==> config.mk <==
export PLATFORM = sky130hd
export DESIGN_NAME = sipo_deser
export DESIGN_NICKNAME = d
export VERILOG_FILES = /design/src/rtl/sipo_deser.sv
export SDC_FILE = /design/constraint.sdc
export NUM_CORES = 1
export LEC_CHECK = 0
export ABC_CLOCK_PERIOD_IN_PS = 1700
export CORE_AREA = 2 2 39 41
export DETAILED_ROUTE_END_ITERATION = 8
export DIE_AREA = 0 0 41 43
export GPL_ROUTABILITY_DRIVEN = 0
export PLACE_DENSITY = 0.68
export SYNTH_ARGS = -nofsm -noshare
export SYNTH_HDL_FRONTEND = slang
export SYNTH_SLANG_ARGS = --single-unit
==> constraint.sdc <==
create_clock -name clk -period 1.7 [get_ports clk]
set_input_delay 0.255 -clock clk [delete_from_list [all_inputs] [get_ports clk]]
set_output_delay 0.255 -clock clk [all_outputs]
set_load 0.005 [all_outputs]
==> src/rtl/sipo_deser.sv <==
// Serial-in, parallel-out deserializer with a registered valid/ready output slot and sticky overrun.
// Define SIPO_DESER_PARITY_CHECK_EN to append an even-parity bit per frame and expose parity_err.
module sipo_deser #(
    parameter int unsigned WIDTH     = 4,
    parameter bit          MSB_FIRST = 1'b1
) (
    input  logic             clk,
    input  logic             rst_n,
    input  logic             serial_in,
    input  logic             bit_valid,
    input  logic             frame_start,
    output logic [WIDTH-1:0] qout,
    output logic             out_valid,
    input  logic             out_ready,
    output logic             overrun
`ifdef SIPO_DESER_PARITY_CHECK_EN
    ,
    output logic             parity_err
`endif
);

`ifdef SIPO_DESER_PARITY_CHECK_EN
    localparam int unsigned FRAME = WIDTH + 1;
`else
    localparam int unsigned FRAME = WIDTH;
`endif
    localparam int unsigned    CW        = $clog2(FRAME + 1);
    localparam logic [CW-1:0]  LAST      = CW'(FRAME - 1);
    localparam logic [CW-1:0]  DATA_BITS = CW'(WIDTH);

    logic [WIDTH-1:0] sh;
    logic [WIDTH-1:0] shifted;
    logic [WIDTH-1:0] word;
    logic [CW-1:0]    cnt;
    logic [CW-1:0]    cnt_eff;
    logic             complete;
    logic             shift_en;
    logic             slot_free;
`ifdef SIPO_DESER_PARITY_CHECK_EN
    logic             word_perr;
`endif

    always_comb begin
        // frame_start makes the current bit position 0 regardless of the stored count
        cnt_eff   = frame_start ? '0 : cnt;
        shifted   = MSB_FIRST ? {sh[WIDTH-2:0], serial_in} : {serial_in, sh[WIDTH-1:1]};
        complete  = bit_valid && (cnt_eff == LAST);
        shift_en  = bit_valid && (cnt_eff < DATA_BITS);
        slot_free = !out_valid || out_ready;
`ifdef SIPO_DESER_PARITY_CHECK_EN
        // parity bit is the last of the frame; data is already fully shifted in
        word      = sh;
        word_perr = (^sh) ^ serial_in;
`else
        word      = shifted;
`endif
    end

    always_ff @(posedge clk or negedge rst_n) begin
        if (!rst_n) begin
            sh         <= '0;
            cnt        <= '0;
            qout       <= '0;
            out_valid  <= 1'b0;
            overrun    <= 1'b0;
`ifdef SIPO_DESER_PARITY_CHECK_EN
            parity_err <= 1'b0;
`endif
        end else begin
            if (shift_en)
                sh <= shifted;

            if (bit_valid)
                cnt <= complete ? '0 : cnt_eff + CW'(1);
            else if (frame_start)
                cnt <= '0;

            if (complete && slot_free) begin
                qout       <= word;
                out_valid  <= 1'b1;
`ifdef SIPO_DESER_PARITY_CHECK_EN
                parity_err <= word_perr;
`endif
            end else if (complete) begin
                overrun <= 1'b1;
            end else if (out_ready) begin
                out_valid <= 1'b0;
            end
        end
    end

endmodule

==> flow_metrics.tcl, run 1 <==
set metrics [dict create \
    actual_transition_at_the_worst_max_transition_pin_ns 0.5277 \
    setup.reg_to_reg.worst_slack_ns 0.25 \
    power_frac_seq_pct 51.0 \
    period_minus_slack_ns 1.607 \
    grt_pass1_wl_um 1393 \
    placement.setup.worst_slack_ns -0.1787 \
    gates_resized_cts_repair 0 \
    routed_via_density 4.701 \
    die_area_um2 1763 \
    grtUsageTotal_pct 11.95 \
    drt-wirelength-per-cell_um 12.09 \
    leakage_power_of_the_design_nw 0.3328 \
    std_cell_rows 14 \
    clkLatencyLatePin_ns 0.26 \
    clock_tree_from_tritoncts "built" \
    initial_core_util_pct 37.43 \
    peak_freq_ghz 0.6225 \
    placedInstanceArea_um2 670.6 \
    antenna-diode-count 0 \
    avgSynthCellArea_um2 15.24 \
    cp_cell_sequence "clkdlybuf4s50_1 -> and2b_1 -> ha_1 -> and4b_4 -> mux2_4" \
    cpMaxStageDelayCell "clkdlybuf4s50_1" \
    unrepaired_setup_endpoints_after_global_routing "no" \
    cts.repair_timing.setup_buffer_count 0 \
    portBuffers 11 \
    post-route-period-util_pct 94.50 \
    grt_pass1_vias 364 \
    totalWireLength_um 810 \
    h-tree-depth 1 \
    number_of_hold_buffers_added_after_cts 0 \
    setup_slack_ns 0.09348 \
    combinationalPowerShare_pct 26.3 \
    fin_util_pct 50.09 \
    yosysSeqAreaShare_pct 57.97 \
    power_density_nw_per_um2 1032 \
    die_height_um 43 \
    pwr-share-clk_pct 22.7 \
    tritoncts.num_buffers 3 \
    postSynthNetCount 41 \
    dieWidth_um 41 \
    area_growth_syn_to_layout_pct 33.82 \
    synth-seq-cells 12 \
    route.antenna.remaining_nets 0 \
    final_net_count 60 \
    timing.critical_path.arrival_ns 1.75 \
    sequential_cell_area_um2 300.3 \
    syn_area_um2 518.0 \
    min_path_type "in -> async" \
    register_clock_pin_slew_on_the_reported_worst_setup_and_hold_paths_ns 0.07 \
    clock_skew_ns 0.002511 \
    netSwitchingFraction_pct 21.97 \
    cp_data_required_time_ns 1.84 \
    post_dp_hpwl_um 622.6 \
    crit_path_max_fanout 4 \
    cts-root-to-sink-buffers 2 \
    detailroute.via_count 315 \
    final_design_area_no_fill_um2 693.2 \
    layout.filler_cells 138 \
    critical_path.endpoint_type "flip-flop" \
    hold_viol_final 0 \
    slew-limit-headroom_pct 64.71 \
    outcome "finished, final reports clean" \
    peakVddDrop_mv 0.4538 \
    startpoint_type "input pin" \
    clock_tree.root_cell "clkbuf_4" \
    netlist-cell-type-count 17 \
    crit_type "in -> reg" \
    power.total_w 0.0007151 \
    grt_overflow_total 0 \
    number_of_pins_with_negative_max_slew_slack_in_the_final_report 0 \
    top_level_ports 12 \
    clock_sinks 12 \
    internal-power_w 0.0005580 \
    coreArea_um2 1384 \
    switching_power_w 0.0001571 \
    timing.critical_path.slowest_cell_delay_ns 0.44 \
    ys_warn_count 0 \
    netlist_instances 34 \
    drt_iter0_markers 0 \
    drt_pre_antenna_iters 1 \
    cap_viol_max_count 0 \
    drc 0 \
    pin_count_of_the_biggest_net_entering_global_routing 13 \
    multiInputGateArea_um2 217.7 \
    drive_gt1_share_pct 35.29 \
    grt_antenna_before_repair 0 \
    report.final.setup_viol 0 \
]
-- through the flow --
step	hold WS (ns)	cells	setup TNS (ns)
finish	0.3428	67	0
global route	0.3747	67	0
CTS	0.3588	67	0
detailed placement	0.4501	64	-0.8313
global placement	0.4449	64	-0.7171
floorplan	-0.04059	34	0
-- worst paths after layout --
check                                    startpoint                   to  depth (start not counted)
worst max-delay path                    frame_start  qout[0]$_DFFE_PN0P_                          5
worst min-delay path                          rst_n    sh[2]$_DFFE_PN0P_                          1
worst max register to register     cnt[1]$_DFF_PN0_  qout[0]$_DFFE_PN0P_                          4
worst min register to register  overrun$_DFFE_PN0P_  overrun$_DFFE_PN0P_                          1
min in group clk                overrun$_DFFE_PN0P_  overrun$_DFFE_PN0P_                          1
max in group asynchronous                     rst_n  qout[1]$_DFFE_PN0P_                          1
-- metal layers --
layer / up-vias / global-route usage (%) / part of all wire [%] / routed length, um
met4: 0 / 6.000 / 0 / 0
li1: 153 / - / - / -
met1: 154 / 13.27 / 46 / 372
met5: - / 0 / 0 / 0
met2: 8 / 19.69 / 47 / 381
met3: 0 / 3.141 / 6.9 / 56
-- cells by family after synthesis --
kind of cell / Yosys count / share of synthesized area (%)
xor+xnor: 1 / 1.691
simple gates: 10 / 15.22
fa+ha+maj: 1 / 2.415
mux: 8 / 20.05
compound gates: 2 / 2.656
flops: 12 / 57.97
-- cells in the mapped netlist --
library cell | count | share of area, %
xnor2_1 | 1 | 1.7
or2_2 | 1 | 1.2
and4b_4 | 1 | 2.7
mux2i_1 | 1 | 1.9
and2b_1 | 1 | 1.4
a21o_2 | 1 | 1.7
and3_1 | 1 | 1.2
nand2_1 | 1 | 0.72
a21oi_1 | 1 | 0.97
mux2_4 | 4 | 12
nor2b_4 | 1 | 2.7
nand2b_4 | 1 | 2.7
dfrtp_1 | 12 | 58
nor2_1 | 2 | 1.4
nor2b_1 | 1 | 1.2
ha_1 | 1 | 2.4
mux2_2 | 3 | 6.5
-- sequential cells by signal, indices dropped and copies added (netlist names) --
signal	count
out_valid	1
sh	3
overrun	1
cnt	3
qout	4
-- power by group through the flow --
| stage | Clock, W | Combinational [W] | Sequential (W) |
|---|---|---|---|
| after global routing | 0.000186 | 0.000202 | 0.000371 |
| after detailed placement | 0 | 0.000188 | 0.000371 |
| after floorplan | 0 | 0.0000814 | 0.000371 |
| after CTS | 0.000170 | 0.000191 | 0.000366 |
| final | 0.000162 | 0.000188 | 0.000365 |
| after global placement | 0 | 0.000186 | 0.000371 |
-- worst max-delay path: cells and delay by family --
| family | cells | cell delay (ns) |
|---|---|---|
| fa+ha+maj | 1 | 0.20 |
| buf+inv | 1 | 0.44 |
| simple gates | 2 | 0.55 |
| mux | 1 | 0.31 |
-- placed cells by master, fill, tap and decap left out, types with 2 or more instances in the layout --
cell,synthesis,final
dfrtp_1,12,12
buf_4,0,3
mux2_2,3,3
mux2_4,4,4
clkbuf_4,0,3
nor2_1,2,2
clkdlybuf4s50_1,0,11
-- final cells by class --
type	count	area share [%]
Clock buffer	3	3.249
Timing Repair Buffer	14	19.13
Multi-Input combinational cell	22	31.41
Tap cell	16	2.888
Sequential cell	12	43.32
(Power assumes the default switching activity.)
==> run 2, diff against run 1 <==
--- a/config.mk
+++ b/config.mk
@@ -6,11 +6,12 @@
 export NUM_CORES = 1
 export LEC_CHECK = 0
 export ABC_CLOCK_PERIOD_IN_PS = 1700
-export CORE_AREA = 2 2 39 41
+export CORE_MARGIN = 2
+export CORE_UTILIZATION = 38
 export DETAILED_ROUTE_END_ITERATION = 8
-export DIE_AREA = 0 0 41 43
 export GPL_ROUTABILITY_DRIVEN = 0
-export PLACE_DENSITY = 0.68
+export PLACE_DENSITY = 0.66
 export SYNTH_ARGS = -nofsm -noshare
 export SYNTH_HDL_FRONTEND = slang
 export SYNTH_SLANG_ARGS = --single-unit
+export TNS_END_PERCENT = 20
==> run 2 against run 1 <==
First-iteration DRC count up 2. Core utilization is 4.8 points higher. Clock-buffer cell count rose by 1. Clock power grew 36%. Sequential power grew 2%. Setup slack improved by 0.028 ns. Cell area increased by 1.8%. Critical path type unchanged. Critical endpoint is now qout[3]$_DFFE_PN0P_. Register-to-register slack got worse by 0.02 ns. Largest cell class unchanged.
==> flow_metrics.tcl, run 2 (same netlist as run 1, synthesis figures left out) <==
set metrics [dict create \
    outcome "finished, final reports clean" \
    startpoint_type "input pin" \
    clock_tree.root_cell "clkbuf_4" \
    hold_viol_final 0 \
    layout.filler_cells 109 \
    timing.critical_path.slowest_cell_delay_ns 0.45 \
    crit-reg2reg-capture "qout[3]$_DFFE_PN0P_" \
    portBuffers 11 \
    cp_cell_sequence "clkdlybuf4s50_1 -> and2b_1 -> ha_1 -> and4b_4 -> mux2_4" \
    detailroute.via_count 325 \
    initial_core_util_pct 40.31 \
    std_cell_rows 13 \
    placedInstanceArea_um2 669.4 \
    final_net_count 60 \
    peakVddDrop_mv 0.4572 \
    pin_count_of_the_biggest_net_entering_global_routing 13 \
    fin_util_pct 54.92 \
    cpLargestDelayFamily "simple AND/OR/NAND/NOR gates" \
    actual_transition_at_the_worst_max_transition_pin_ns 0.5270 \
    grt_overflow_total 0 \
    register_clock_pin_slew_on_the_reported_worst_setup_and_hold_paths_ns 0.07 \
    setup.reg_to_reg.worst_slack_ns 0.23 \
    crit_type "in -> reg" \
    grt_antenna_before_repair 0 \
    die_height_um 40.92 \
    grt_pass1_wl_um 1497 \
    drive_gt1_share_pct 36.54 \
    leakage_power_of_the_design_nw 0.3398 \
    number_of_hold_buffers_added_after_cts 0 \
    power_density_nw_per_um2 1112 \
    route.antenna.remaining_nets 0 \
    largest_register "qout" \
    timing.setup.tns_ns 0 \
    setup_slack_ns 0.1215 \
    drc 0 \
    tritoncts.num_buffers 3 \
    clock_sinks 12 \
    cts.repair_timing.setup_buffer_count 0 \
    top_level_ports 12 \
    cap_viol_max_count 0 \
    period_minus_slack_ns 1.578 \
    routed_via_density 4.851 \
    number_of_pins_with_negative_max_slew_slack_in_the_final_report 0 \
    clkLatencyLatePin_ns 0.27 \
    peak_freq_ghz 0.6335 \
    final_design_area_no_fill_um2 705.7 \
    coreArea_um2 1285 \
    grtUsageTotal_pct 14.55 \
    antenna-diode-count 0 \
    drt-wirelength-per-cell_um 14.37 \
    placement.setup.worst_slack_ns -0.1515 \
    timing.critical_path.arrival_ns 1.73 \
    fin_worst_hold_slack_ns 0.3305 \
    grt_pass1_vias 355 \
    crit_path_max_fanout 4 \
    layout_top_registers "qout (4), cnt (3), sh (3)" \
    largest_register_ff_count 4 \
    final_common_cell "dfrtp_1" \
    critical_path.reg2reg.startpoint "cnt[1]$_DFF_PN0_" \
    h-tree-depth 1 \
    area_growth_syn_to_layout_pct 36.23 \
    crit_buf_inv 1 \
    clock_tree_from_tritoncts "built" \
    cpMaxStageDelayCell "clkdlybuf4s50_1" \
    cp_data_required_time_ns 1.85 \
    layout.cells.most_common_list "12 x dfrtp_1, 11 x clkdlybuf4s50_1, 4 x mux2_4" \
    reg2regPathDepth 4 \
    clock_skew_ns 0.002704 \
    dieWidth_um 40.92 \
    min_path_type "in -> async" \
    unrepaired_setup_endpoints_after_global_routing "no" \
    report.final.setup_viol 0 \
    post-route-period-util_pct 92.85 \
    gates_resized_cts_repair 0 \
    cts-root-to-sink-buffers 2 \
    drt_iter0_markers 2 \
    slew-limit-headroom_pct 64.75 \
    drt_pre_antenna_iters 2 \
    totalWireLength_um 963 \
    critical_path.endpoint_type "flip-flop" \
    die_area_um2 1674 \
]
[run 2: how the worst max path moves through the flow]
stage / depth (start not counted) / endpoint / from
2_1_floorplan: 4 / qout[0]$_DFFE_PN0P_ / cnt[1]$_DFF_PN0_
3_3_place_gp: 5 / qout[0]$_DFFE_PN0P_ / frame_start
3_5_place_dp: 5 / qout[3]$_DFFE_PN0P_ / frame_start
4_1_cts: 5 / qout[3]$_DFFE_PN0P_ / frame_start
5_1_grt: 5 / qout[3]$_DFFE_PN0P_ / frame_start
6_report: 5 / qout[3]$_DFFE_PN0P_ / frame_start
[run 2: metal layers]
| metal | track usage, % | routed length (um) | up-vias |
|---|---|---|---|
| li1 | - | - | 156 |
| met3 | 3.261 | 32 | 2 |
| met1 | 16.55 | 418 | 161 |
| met5 | 0 | 0 | - |
| met2 | 23.83 | 502 | 6 |
| met4 | 10.00 | 10 | 0 |
[run 2: through the flow]
step / cells / total power [W]
detailed placement: 63 / 0.0005727
floorplan: 34 / 0.0004519
finish: 67 / 0.0007847
CTS: 67 / 0.0008015
global placement: 63 / 0.0005605
global route: 67 / 0.0008291
[run 2: layout make-up]
cell class	count	area, um^2	area share, %
Multi-Input combinational cell	22	217.7	30.85
Sequential cell	12	300.3	42.55
Timing Repair Buffer	14	132.6	18.79
Tap cell	15	18.77	2.660
Clock buffer	4	36.28	5.142
[run 2: power breakdown]
group	switching, W	internal [W]	total, W
clock network	0.0000896	0.000130	0.000220
logic	0.0000538	0.000138	0.000192
registers	0.0000340	0.000339	0.000373
==> run 3, diff against run 2 <==
--- a/config.mk
+++ b/config.mk
@@ -10,7 +10,6 @@
 export CORE_UTILIZATION = 38
 export DETAILED_ROUTE_END_ITERATION = 8
 export GPL_ROUTABILITY_DRIVEN = 0
-export PLACE_DENSITY = 0.66
 export SYNTH_ARGS = -nofsm -noshare
 export SYNTH_HDL_FRONTEND = slang
 export SYNTH_SLANG_ARGS = --single-unit
==> run 3 against run 2 <==
Global-route usage down 0.45 points. Hold slack better by 0.0026 ns. Maximum frequency down 1.7%. Cell area down 1.1%. Highest routed layer is now met3.
==> flow_metrics.tcl, run 3 (same netlist as run 1, synthesis figures left out) <==
set metrics [dict create \
    outcome "finished, final reports clean" \
    number_of_pins_with_negative_max_slew_slack_in_the_final_report 0 \
    largest_register_ff_count 4 \
    layout.filler_cells 107 \
    leakage_power_of_the_design_nw 0.3346 \
    slew-limit-headroom_pct 64.07 \
    grtUsageTotal_pct 14.09 \
    top_level_ports 12 \
    sequential_cell_area_um2 300.3 \
    fin_worst_hold_slack_ns 0.3331 \
    unrepaired_setup_endpoints_after_global_routing "no" \
    clock_tree.root_cell "clkbuf_4" \
    drc 0 \
    drt-wirelength-per-cell_um 14.00 \
    detailroute.via_count 314 \
    place.detailed.instances 62 \
    post_dp_hpwl_um 726.3 \
    clock_skew_ns 0.004502 \
    multiInputGateArea_um2 217.7 \
    setup_slack_ns 0.09392 \
    clock_sinks 12 \
    post-route-period-util_pct 94.48 \
    placement.setup.worst_slack_ns -0.1797 \
    antenna-diode-count 0 \
    grt_pass1_wl_um 1449 \
    clock_tree_from_tritoncts "built" \
    clkLatencyLatePin_ns 0.27 \
    final_common_cell "dfrtp_1" \
    cp_data_required_time_ns 1.85 \
    report.final.setup_viol 0 \
    h-tree-depth 1 \
    power_density_nw_per_um2 1117 \
    portBuffers 11 \
    cts-root-to-sink-buffers 2 \
    timing.critical_path.arrival_ns 1.76 \
    fin_util_pct 54.33 \
    final_cells 66 \
    grt_antenna_before_repair 0 \
    actual_transition_at_the_worst_max_transition_pin_ns 0.5373 \
    totalWireLength_um 924 \
    coreArea_um2 1285 \
    largest_register "qout" \
    area_growth_syn_to_layout_pct 34.78 \
    final_net_count 59 \
    drive_gt1_share_pct 35.29 \
    pin_count_of_the_biggest_net_entering_global_routing 13 \
    drt_pre_antenna_iters 2 \
    peak_freq_ghz 0.6226 \
    gates_resized_cts_repair 0 \
    critical_path.endpoint_type "flip-flop" \
    tritoncts.num_buffers 3 \
    grt_overflow_total 0 \
    number_of_hold_buffers_added_after_cts 0 \
    grt_pass1_vias 313 \
    cap_viol_max_count 0 \
    period_minus_slack_ns 1.606 \
    crit_path_max_fanout 4 \
    route.antenna.remaining_nets 0 \
    die_height_um 40.92 \
    routed_via_density 4.758 \
    register_clock_pin_slew_on_the_reported_worst_setup_and_hold_paths_ns 0.08 \
    cts.repair_timing.setup_buffer_count 0 \
    die_area_um2 1674 \
    drt_iter0_markers 5 \
    hold_viol_final 0 \
    std_cell_rows 13 \
    crit_type "in -> reg" \
    initial_core_util_pct 40.31 \
    layout.cells.most_common_list "12 x dfrtp_1, 11 x clkdlybuf4s50_1, 4 x mux2_4" \
    min_path_type "in -> async" \
    dieWidth_um 40.92 \
    peakVddDrop_mv 0.6358 \
    startpoint_type "input pin" \
    layout_top_registers "qout (4), cnt (3), sh (3)" \
]
==> run 3: path summary, 6_finish.rpt <==
| kind | slack (ns) | start | endpoint | depth (start not counted) |
|---|---|---|---|---|
| min in group clk | 0.46 | overrun$_DFFE_PN0P_ | overrun$_DFFE_PN0P_ | 1 |
| setup reg to reg | 0.24 | cnt[1]$_DFF_PN0_ | qout[3]$_DFFE_PN0P_ | 4 |
| hold reg to reg | 0.46 | overrun$_DFFE_PN0P_ | overrun$_DFFE_PN0P_ | 1 |
| hold / removal | 0.33 | rst_n | qout[2]$_DFFE_PN0P_ | 1 |
| setup / recovery | 0.09 | frame_start | qout[3]$_DFFE_PN0P_ | 5 |
| max in group asynchronous | 1.01 | rst_n | cnt[2]$_DFF_PN0_ | 1 |
==> run 3: through the flow <==
step	setup TNS [ns]	instance area [um^2]	power, W
after global placement	-0.5355	661.9	0.0005555
after global routing	0	698.2	0.0008241
after floorplan	0	518.0	0.0004519
final	0	698.2	0.0007801
after CTS	0	698.2	0.0007949
after detailed placement	-0.7942	661.9	0.0005671
==> run 3: worst max-delay path, cell delays in order <==
cell,delay [ns]
clkdlybuf4s50_1,0.44
and2b_1,0.25
ha_1,0.20
and4b_4,0.30
mux2_4,0.32
==> run 3: routing by layer <==
layer	routed length (um)	GRT usage, %
met4	0	7.500
met5	0	0
met1	424	18.58
met3	55	3.261
met2	444	21.09
==> run 3: power by group <==
| group | total (W) | switching (W) | leakage (nW) | internal (W) |
|---|---|---|---|---|
| Sequential | 0.000370 | 0.0000311 | 0.154 | 0.000339 |
| Combinational | 0.000189 | 0.0000532 | 0.159 | 0.000136 |
| Clock | 0.000221 | 0.0000914 | 0.0210 | 0.000130 |
| Total | 0.000780 | 0.000176 | 0.335 | 0.000604 |
==> run 3: layout make-up <==
cell class	instances	share of cell area (%)
clock buffers	4	5.197
flip-flops and latches	12	43.01
repair buffers	13	17.92
well taps	15	2.688
multi-input cells	22	31.18
